$ cat src/rtl/mux_nx1_rr.sv
// Registered N:1 multiplexer with a rotating-priority arbiter and valid/ready on every channel.
// Optional build macro MUX_RR_MANUAL_EN adds mode/sel ports that bypass the arbiter.
module mux_nx1_rr #(
    parameter int N = 8,
    parameter int W = 8,
    localparam int SELW = $clog2(N)
) (
    input  logic              clk,
    input  logic              rst_n,
    input  logic [N*W-1:0]    in_data,
    input  logic [N-1:0]      in_valid,
    output logic [N-1:0]      in_ready,
    output logic [W-1:0]      out_data,
    output logic [SELW-1:0]   out_sel,
    output logic              out_valid,
    input  logic              out_ready
`ifdef MUX_RR_MANUAL_EN
    ,
    input  logic              mode,
    input  logic [SELW-1:0]   sel
`endif
);

    logic [SELW-1:0] ptr_r;
    logic [W-1:0]    out_data_r;
    logic [SELW-1:0] out_sel_r;
    logic            out_valid_r;

    logic            load_s;
    logic            any_s;
    logic            xfer_s;
    logic            manual_s;
    logic            ready_hit_s;
    logic [SELW:0]   cand_s;
    logic [SELW-1:0] rr_grant_s;
    logic [SELW-1:0] grant_s;
    logic [SELW-1:0] next_ptr_s;
    logic [W-1:0]    sel_data_s;
    logic [N-1:0]    in_ready_s;

`ifdef MUX_RR_MANUAL_EN
    logic            sel_ok_s;

    // Out-of-range select only exists when N is not a power of two.
    if (N == (1 << SELW)) begin : g_sel_pow2
        assign sel_ok_s = 1'b1;
    end else begin : g_sel_npow2
        assign sel_ok_s = ({1'b0, sel} < (SELW+1)'(N));
    end
`endif

    // Rotating-priority search: first valid channel at or after ptr_r, with wrap.
    always_comb begin
        rr_grant_s = '0;
        any_s      = 1'b0;
        cand_s     = '0;
        for (int i = 0; i < N; i++) begin
            cand_s = {1'b0, ptr_r} + (SELW+1)'(i);
            if (cand_s >= (SELW+1)'(N)) begin
                cand_s = cand_s - (SELW+1)'(N);
            end else begin
                cand_s = cand_s;
            end
            if (!any_s && in_valid[cand_s[SELW-1:0]]) begin
                any_s      = 1'b1;
                rr_grant_s = cand_s[SELW-1:0];
            end else begin
                any_s      = any_s;
            end
        end
    end

    // Grant selection, transfer qualification and per-channel ready.
    always_comb begin
        load_s      = !out_valid_r || out_ready;
        grant_s     = rr_grant_s;
        manual_s    = 1'b0;
        xfer_s      = load_s && any_s;
        ready_hit_s = xfer_s;
`ifdef MUX_RR_MANUAL_EN
        if (mode) begin
            manual_s    = 1'b1;
            grant_s     = sel;
            ready_hit_s = load_s && sel_ok_s;
            xfer_s      = load_s && sel_ok_s && in_valid[sel];
        end else begin
            manual_s    = 1'b0;
        end
`endif
        in_ready_s = '0;
        if (ready_hit_s && rst_n) begin
            in_ready_s[grant_s] = 1'b1;
        end else begin
            in_ready_s = '0;
        end
    end

    // Word mux and next pointer; in_data feeds only the output register.
    always_comb begin
        sel_data_s = '0;
        for (int k = 0; k < N; k++) begin
            if (grant_s == SELW'(k)) begin
                sel_data_s = in_data[k*W +: W];
            end else begin
                sel_data_s = sel_data_s;
            end
        end
        if (rr_grant_s == SELW'(N-1)) begin
            next_ptr_s = '0;
        end else begin
            next_ptr_s = rr_grant_s + {{(SELW-1){1'b0}}, 1'b1};
        end
    end

    // Output register and arbiter pointer.
    always_ff @(posedge clk or negedge rst_n) begin
        if (!rst_n) begin
            out_data_r  <= '0;
            out_sel_r   <= '0;
            out_valid_r <= 1'b0;
            ptr_r       <= '0;
        end else if (load_s) begin
            if (xfer_s) begin
                out_data_r  <= sel_data_s;
                out_sel_r   <= grant_s;
                out_valid_r <= 1'b1;
                if (!manual_s) begin
                    ptr_r <= next_ptr_s;
                end else begin
                    ptr_r <= ptr_r;
                end
            end else begin
                out_valid_r <= 1'b0;
            end
        end else begin
            out_valid_r <= out_valid_r;
        end
    end

    assign in_ready  = in_ready_s;
    assign out_data  = out_data_r;
    assign out_sel   = out_sel_r;
    assign out_valid = out_valid_r;

endmodule
$ cat config.mk
export PLATFORM = sky130hd
export DESIGN_NAME = mux_nx1_rr
export DESIGN_NICKNAME = d
export VERILOG_FILES = /design/src/rtl/mux_nx1_rr.sv
export SDC_FILE = /design/constraint.sdc
export NUM_CORES = 1
export LEC_CHECK = 0
export BUFFER_PORTS_ARGS = -buffer_cell sky130_fd_sc_hd__buf_2
export CAP_MARGIN = 0
export CELL_PAD_IN_SITES_DETAIL_PLACEMENT = 2
export CELL_PAD_IN_SITES_GLOBAL_PLACEMENT = 2
export CORE_MARGIN = 5
export CORE_UTILIZATION = 28
export DETAILED_ROUTE_END_ITERATION = 10
export PLACE_DENSITY = 0.83
export SLEW_MARGIN = 5
export SYNTH_ARGS = -nofsm -noshare
export SYNTH_HDL_FRONTEND = slang
export SYNTH_SLANG_ARGS = --single-unit
$ cat constraint.sdc
create_clock -name clk -period 5.9 [get_ports clk]
set_clock_uncertainty 0.15 [all_clocks]
set_input_delay 0.885 -clock clk [delete_from_list [all_inputs] [get_ports clk]]
set_output_delay 0.885 -clock clk [all_outputs]
set_load 0.005 [all_outputs]
==> metrics.cfg, run 1 <==
[outcome]
status = completed

[die]
fp.dieArea_um2 = 11000
die_y_um = 105
initial_core_util_pct = 28.8
rows = 34
core_area_um2 = 8720
dieWidth_um = 105
io_pins = 95

[clock_network]
cts-resized-gates = 0
root_buffer = clkbuf_8
path_clk_slew_ns = 0.07
cts_htree_levels = 1
cts.sinks = 15
cts_setup_buffers = 0
cts_tree = built
cts_buffers = 3
clk_path_buf_depth = 2
insertion_delay_ns = 0.25
cts_hold_buf = 0

[routing]
wire_per_inst_um = 21.5
dr.pass1.iters = 4
ant_nets = 0
vias = 2882
drc_errors = 0
vias_per_cell = 5.85
drt-total-wl_um = 10600
first_iter_violations = 164

[cells_and_area]
nNetsFinal = 464
final_layout_size_suffix_gt1_share_pct = 36.8
syn_to_final_growth_pct = 22.0
nFillCells = 1041
instances_no_fill = 493

[job]
drv_cap = 0

[yosys]
ys_warn_count = 0
synth_nets = 386
syn-cell-area_um2 = 2510
synth_enable_flop_cells = 0
yosys-mux-area-fraction_pct = 17.6
synth_xor_area_share_pct = 0.697
ys_ff_latch = 15
synth_top_family_by_area = compound AO/OA/AOI/OAI gates
syn_area_per_cell_um2 = 8.21
synth_cell_types = 61
syn_inst = 306
synth_flop_cell = dfrtp_1
synth_compound_area_share_pct = 31.4
synthAdderAreaFrac_pct = 2.49
async_reset_ff_share_pct = 100
ys_seq_area_share_pct = 14.9
synth-simple-area-share_pct = 23.8

[timing]
finalCriticalPeriod_ns = 5.28
grt_setup_unrepaired = false
period_share_pct = 89.5
relSlewSlack_pct = 49.6
setup-tns-final_ns = 0
drv_slew = 0
finalSetupViolCount = 0
hold-worst-slack_ns = 0.340
hold_viol = 0
tightest_slew_ns = 0.756
fmax_ghz = 0.189

[global_route]
grt_start_max_net_pins = 31
grt_pass1_wl_um = 16600
grt_pass1_vias = 3154
grt_usage_pct = 18.2
antenna_found_initial = 2
grt-ovfl-total = 0

[place]
detailed_place_hpwl_um = 8600
routabilityCongestion = 0.892
portBuffers = 94
dp.cells = 487

[min_path]
hold_path.class = reg2reg

[setup_path]
critical_path_required_ns = 4.87
setup.worst_path.class = reg2out
crit_fanout = 30
arrival_ns = 4.24
startpoint_type = register
crit_path_end_kind = output pin

-- Yosys cell counts (all sizes together) (9+ instances only) --
master  count  area share (%)
nor2       31             4.6
nand2      25             3.7
inv        19             2.8
a31oi      17             4.2
buf        16             4.4
a21oi      15             3.0
dfrtp      15              15
clkbuf     12             1.8
mux2i      12             4.8
nor3       12             2.6
mux4       11              10
a211oi     10             3.2
a221oi      9             3.1
and2        9             2.3
nor2b       9             2.2
o31ai       9             2.7
-- layout make-up --
cell class / count / area (µm²) / area share (%)
Tap cell: 108 / 135 / 4.41
Timing Repair Buffer: 101 / 523 / 17.1
Antenna cell: 2 / 5.00 / 0.163
Multi-Input combinational cell: 244 / 1910 / 62.3
Inverter: 19 / 71.3 / 2.33
Clock buffer: 4 / 45.0 / 1.47
Sequential cell: 15 / 375 / 12.2
-- critical path: stages (launching register included) --
cell and delay, ns:
dfrtp_1 0.36, inv_1 0.12, ha_1 0.58, mux4_1 0.76
mux2i_1 0.24, a22oi_1 0.19, nor3_2 0.32, a221o_1 0.40
and2_4 0.41, nand3_1 0.22, nor3_1 0.22, buf_2 0.15
-- layer usage --
layer / vias to the layer above / wire length (µm) / GRT usage, %
li1: 1335 / - / -
met1: 1437 / 4750 / 24.6
met2: 89 / 5160 / 30.5
met3: 21 / 423 / 1.54
met4: 0 / 285 / 6.48
met5: - / 0 / 0
-- through the flow --
step	instance area, µm²	utilization, %	worst slack [ns]
6_report	3070	35.2	0.622
5_1_grt	3070	35.2	0.171
4_1_cts	3060	35.1	0.641
3_5_place_dp	3020	34.6	0.865
3_3_place_gp	3020	34.6	1.08
2_1_floorplan	2510	-	1.21
-- final timing paths --
check                      slack (ns)  cells after the start              startpoint                       to
max                              0.62                     11    ptr_r[1]$_DFFE_PN0P_              in_ready[0]
min                              0.34                      1  out_sel[2]$_DFFE_PN0P_   out_sel[2]$_DFFE_PN0P_
max reg2reg                      0.81                     12    ptr_r[1]$_DFFE_PN0P_  out_data[3]$_DFFE_PN0P_
min reg2reg                      0.34                      1  out_sel[2]$_DFFE_PN0P_   out_sel[2]$_DFFE_PN0P_
max in group asynchronous        4.86                      1                   rst_n     ptr_r[0]$_DFFE_PN0P_
min in group asynchronous        0.41                      1                   rst_n  out_data[0]$_DFFE_PN0P_
-- cell usage in the layout (no fill, tap or decap), types with 8 or more instances in the layout --
cell / n
nor2b_1: 9
a21oi_1: 15
a211oi_1: 9
mux2i_1: 12
inv_1: 17
mux4_2: 10
dfrtp_1: 15
buf_2: 94
nor3_1: 11
nor2_1: 31
and2_1: 8
o31ai_1: 9
a41oi_2: 8
and4_1: 8
a31oi_1: 17
nand2_1: 25
a221oi_1: 9
-- logic make-up after synthesis --
group	after synthesis
simple gates	111
compound gates	97
buf+inv	47
mux	29
flops	15
fa+ha+maj	5
xor+xnor	2
-- registers in the layout, indices dropped and copies added (netlist names) --
name       count
out_valid      1
ptr_r          3
out_sel        3
out_data       8
Power of run 1 is left out: the tool's default activity adds up to more than one toggle a clock period on the data nets, which glitch-free logic cannot reach.
==> run 2: changes to the inputs <==
Settings changed: ABC_CLOCK_PERIOD_IN_PS set to 5900, CORE_UTILIZATION 28 to 29, CTS_BUF_LIST set to sky130_fd_sc_hd__clkbuf_4 sky130_fd_sc_hd__clkbuf_8, PLACE_DENSITY 0.83 to 0.85.
==> metrics.cfg, run 2 (synthesized netlist as in run 1, its figures left out) <==
[cells_and_area]
syn_to_final_growth_pct = 21.9  ; about the same
final_common_cell = buf_2
nNetsFinal = 464  ; unchanged
layout_common_cells = buf_2 (94), nor2_1 (31), nand2_1 (25)
diodes = 0  ; -2
nFillCells = 1033  ; -0.77%
seqCellArea_um2 = 375  ; unchanged
final_layout_size_suffix_gt1_share_pct = 37.1  ; +0.26 points
largest_reg_flops = 8  ; unchanged
instances_no_fill = 491  ; -0.41%
multiInputGateArea_um2 = 1910  ; unchanged

[clock_network]
cts_setup_buffers = 0  ; unchanged
cts_tree = built
insertion_delay_ns = 0.28  ; +0.03 ns
cts_htree_levels = 1  ; unchanged
cts-resized-gates = 0  ; unchanged
clk_path_buf_depth = 2  ; unchanged
path_clk_slew_ns = 0.07  ; about the same
cts_buffers = 3  ; unchanged
cts_hold_buf = 0  ; unchanged
cts.sinks = 15  ; unchanged
root_buffer = clkbuf_8

[min_path]
min_to = out_sel[1]$_DFFE_PN0P_
hold_path.class = reg2reg
hold_depth = 2  ; +1
hold_start = out_sel[1]$_DFFE_PN0P_

[routing]
dr.pass1.iters = 4  ; unchanged
drt-total-wl_um = 11300  ; +6.7%
vias = 2963  ; +2.8%
vias_per_cell = 6.03  ; +3.2%
wire_per_inst_um = 23.1  ; +7.1%
drc_errors = 0  ; unchanged
first_iter_violations = 177  ; +7.9%
ant_nets = 0  ; unchanged

[place]
post-place-ws_ns = 0.656  ; -0.209 ns
routabilityCongestion = 0.908  ; +1.7%
portBuffers = 94  ; unchanged
dp.cells = 487  ; unchanged
detailed_place_hpwl_um = 8630  ; +0.39%

[setup_path]
arrival_ns = 4.39  ; +0.15 ns
critical_path_required_ns = 4.87  ; about the same
startpoint_type = register
r2r-end = out_data[0]$_DFFE_PN0P_
rr_worst_depth = 12  ; unchanged
cp_slowest_stage_delay_ns = 0.75  ; about the same
crit_buf_inv = 2  ; unchanged
setup.worst_path.class = reg2out
critical_path.top_delay_family = compound AO/OA/AOI/OAI gates
crit_fanout = 30  ; unchanged
crit_chain = inv_1, ha_1, mux4_1, mux2i_1, a22oi_1, nor3_2, a32oi_1, and2_4, nand3_1, nor3_1, buf_2
crit_path_end_kind = output pin
r2r-start = ptr_r[1]$_DFFE_PN0P_
crit_slowest_cell = a32oi_1
rrSetupSlack_ns = 0.59  ; -0.22 ns

[die]
dieWidth_um = 103  ; -1.6%
initial_core_util_pct = 29.3  ; +0.43 points
fp.dieArea_um2 = 10600  ; -3.1%
rows = 34  ; unchanged
io_pins = 95  ; unchanged
core_area_um2 = 8590  ; -1.5%
die_y_um = 103  ; -1.6%

[timing]
hold_viol = 0  ; unchanged
worst_slack_ns = 0.477  ; -0.145 ns
grt_setup_unrepaired = false
relSlewSlack_pct = 36.7  ; -13 points
period_share_pct = 91.9  ; +2.5 points
drv_slew = 0  ; unchanged
fmax_ghz = 0.184  ; -2.7%
finalSetupViolCount = 0  ; unchanged
tightest_slew_ns = 0.950  ; +0.194 ns
setup-tns-final_ns = 0  ; unchanged
finalCriticalPeriod_ns = 5.42  ; +0.145 ns

[global_route]
grt_usage_pct = 21.2  ; +2.9 points
gr-max-usage-layer = met2
grt_start_max_net_pins = 31  ; unchanged
grt_pass1_vias = 3165  ; +0.35%
grt_util_met3_pct = 2.30  ; +0.76 points
grt_pass1_wl_um = 17500  ; +5.1%
grt-ovfl-total = 0  ; unchanged
globalRouteMet2Util_pct = 35.5  ; +5.0 points
use_met1_pct = 28.6  ; +4.0 points
antenna_found_initial = 0  ; -2

[job]
drv_cap = 0  ; unchanged

[outcome]
status = completed

==> run 2: worst max-delay path by stage <==
stage                         startpoint  cells past startpoint  slack, ns                       to
floorplan           ptr_r[0]$_DFFE_PN0P_                     19       1.21  out_data[2]$_DFFE_PN0P_
global placement             in_valid[7]                     11       0.91  out_data[7]$_DFFE_PN0P_
detailed placement  ptr_r[1]$_DFFE_PN0P_                     11       0.66  out_data[0]$_DFFE_PN0P_
CTS                 ptr_r[1]$_DFFE_PN0P_                     11       0.51              in_ready[0]
global route        ptr_r[1]$_DFFE_PN0P_                     11       0.20              in_ready[0]
finish              ptr_r[1]$_DFFE_PN0P_                     11       0.48              in_ready[0]
==> run 2: cell type report <==
class,instances,share of cell area [%]
flip-flops and latches,15,12.2
multi-input cells,244,62.4
clock buffers,4,1.59
repair buffers,101,17.1
well taps,108,4.41
inverters,19,2.33
==> run 2: per-stage QoR <==
stage               util, %  area [µm²]  hold slack [ns]
floorplan                 -        2510            0.323
global placement       35.1        3020            0.326
detailed placement     35.1        3020            0.337
CTS                    35.7        3060            0.353
global route           35.7        3060            0.370
finish                 35.7        3060            0.340
==> run 2: layer usage <==
layer	part of all wire [%]	routed length, µm
met5	0	0
met4	2.0	229
met3	4.8	542
met2	50	5680
met1	43	4880
==> run 2: worst min-delay path, cell delays in order, from the launching register on <==
cell and delay [ns]:
dfrtp_1 0.35, nand2_1 0.05, o21ai_0 0.06
Power of run 2 is left out for the same reason.
==> run 3: changes to the inputs <==
==> constraint.sdc (replaced) <==
create_clock -name clk -period 5.9 [get_ports clk]
set_clock_uncertainty 0.15 [all_clocks]
set_input_delay 1.18 -clock clk [delete_from_list [all_inputs] [get_ports clk]]
set_output_delay 1.18 -clock clk [all_outputs]
set_load 0.005 [all_outputs]
==> metrics.cfg, run 3 (synthesized netlist as in run 1, its figures left out) <==
[cells_and_area]
seqCellArea_um2 = 375  ; unchanged
post-route-util_pct = 35.5  ; -0.16 points
diodes = 0  ; unchanged
final_common_cell = buf_2
largest_reg_flops = 8  ; unchanged
nFillCells = 1047  ; +1.4%
layout_common_cells = buf_2 (94), nor2_1 (31), nand2_1 (25)
instances_no_fill = 488  ; -0.61%
nNetsFinal = 461  ; -0.65%
multiInputGateArea_um2 = 1920  ; +0.59%
syn_to_final_growth_pct = 21.4
final_layout_size_suffix_gt1_share_pct = 37.4  ; +0.29 points

[routing]
drc_errors = 0  ; unchanged
dr.pass1.iters = 4  ; unchanged
vias = 2921  ; -1.4%
drt-total-wl_um = 11300  ; -0.69%
ant_nets = 0  ; unchanged
wire_per_inst_um = 23.1  ; about the same
first_iter_violations = 172  ; -2.8%
vias_per_cell = 5.99  ; -0.81%

[timing]
grt_setup_unrepaired = false
relSlewSlack_pct = 33.2  ; -3.5 points
hold_viol = 0  ; unchanged
fmax_ghz = 0.179  ; -2.9%
finalCriticalPeriod_ns = 5.59  ; +0.164 ns
period_share_pct = 94.7  ; +2.8 points
finalSetupViolCount = 0  ; unchanged
tightest_slew_ns = 1.00  ; +0.0505 ns
drv_slew = 0  ; unchanged
setup-tns-final_ns = 0  ; unchanged

[global_route]
grt_usage_pct = 21.2  ; +0.046 points
grt_pass1_vias = 3220  ; +1.7%
antenna_found_initial = 0  ; unchanged
grt_pass1_wl_um = 17500  ; +0.16%
grt_start_max_net_pins = 31  ; unchanged
grt-ovfl-total = 0  ; unchanged

[die]
dieWidth_um = 103  ; unchanged
io_pins = 95  ; unchanged
fp.dieArea_um2 = 10600  ; unchanged
rows = 34  ; unchanged
die_y_um = 103  ; unchanged
core_area_um2 = 8590  ; unchanged
initial_core_util_pct = 29.3  ; unchanged

[min_path]
hold_path.class = reg2reg

[clock_network]
cts_tree = built
cts_setup_buffers = 0  ; unchanged
cts_hold_buf = 0  ; unchanged
root_buffer = clkbuf_8
insertion_delay_ns = 0.27  ; about the same
cts_buffers = 3  ; unchanged
clk_path_buf_depth = 2  ; unchanged
path_clk_slew_ns = 0.06  ; about the same
cts-resized-gates = 0  ; unchanged
cts_htree_levels = 1  ; unchanged
cts.sinks = 15  ; unchanged

[outcome]
status = completed

[setup_path]
crit_fanout = 30  ; unchanged
crit_slowest_cell = mux4_1
arrival_ns = 4.26  ; -0.13 ns
cp_slowest_stage_delay_ns = 0.76  ; about the same
setup.worst_path.class = reg2out
critical_path.top_delay_family = simple AND/OR/NAND/NOR gates
crit_chain = inv_1, ha_2, mux4_1, mux2i_1, a22oi_1, nor3_2, a221o_2, and2_4, nand3_1, nor3_1, buf_2
crit_path_end_kind = output pin
startpoint_type = register
crit_buf_inv = 2  ; unchanged
critical_path_required_ns = 4.57  ; -0.30 ns

[job]
drv_cap = 0  ; unchanged

[place]
dp.cells = 484  ; -0.62%
detailed_place_hpwl_um = 8420  ; -2.4%
routabilityCongestion = 0.891  ; -1.9%
portBuffers = 94  ; unchanged

## run 3: final timing paths
path / from / end / slack (ns) / cells past startpoint
worst max-delay path: ptr_r[1]$_DFFE_PN0P_ / in_ready[0] / 0.31 / 11
worst min-delay path: out_sel[1]$_DFFE_PN0P_ / out_sel[1]$_DFFE_PN0P_ / 0.34 / 2
worst max register to register: ptr_r[1]$_DFFE_PN0P_ / out_data[1]$_DFFE_PN0P_ / 0.33 / 13
worst min register to register: out_sel[1]$_DFFE_PN0P_ / out_sel[1]$_DFFE_PN0P_ / 0.34 / 2
max in group asynchronous: rst_n / ptr_r[0]$_DFFE_PN0P_ / 4.62 / 1
min in group asynchronous: rst_n / out_data[3]$_DFFE_PN0P_ / 0.68 / 1
## run 3: metrics by stage
stage / worst slack (ns) / area, µm² / hold slack (ns)
6_report: 0.313 / 3050 / 0.338
5_1_grt: 0.0473 / 3050 / 0.388
4_1_cts: 0.142 / 3040 / 0.347
3_5_place_dp: 0.295 / 2990 / 0.332
3_3_place_gp: 0.484 / 2990 / 0.314
2_1_floorplan: 1.02 / 2510 / 0.323
## run 3: area by class of cell
type / count / area share (%)
clock inverter: 1 / 0.164
inverter: 19 / 2.34
multi-input combinational: 244 / 63.0
clock buffer: 3 / 1.35
timing repair buffer: 98 / 16.4
tap: 108 / 4.43
sequential: 15 / 12.3
## run 3: routing by layer
metal | share of wire [%] | track usage (%) | routed length, µm
met5 | 0 | 0 | 0
met4 | 3.4 | 8.96 | 382
met2 | 51 | 37.2 | 5750
met1 | 41 | 26.0 | 4640
met3 | 4.3 | 2.64 | 479
## run 3: worst reg2reg max path, cell delays in order, from the launching register on
cell     delay [ns]
dfrtp_1        0.38
inv_1          0.15
ha_2           0.54
mux4_1         0.76
mux2i_1        0.31
a22oi_1        0.24
nor3_2         0.34
a32oi_1        0.20
o22ai_4        0.45
inv_2          0.25
ha_1           0.56
or4_1          0.74
nand3_4        0.23
a41oi_2        0.14
Power of run 3 is left out for the same reason.
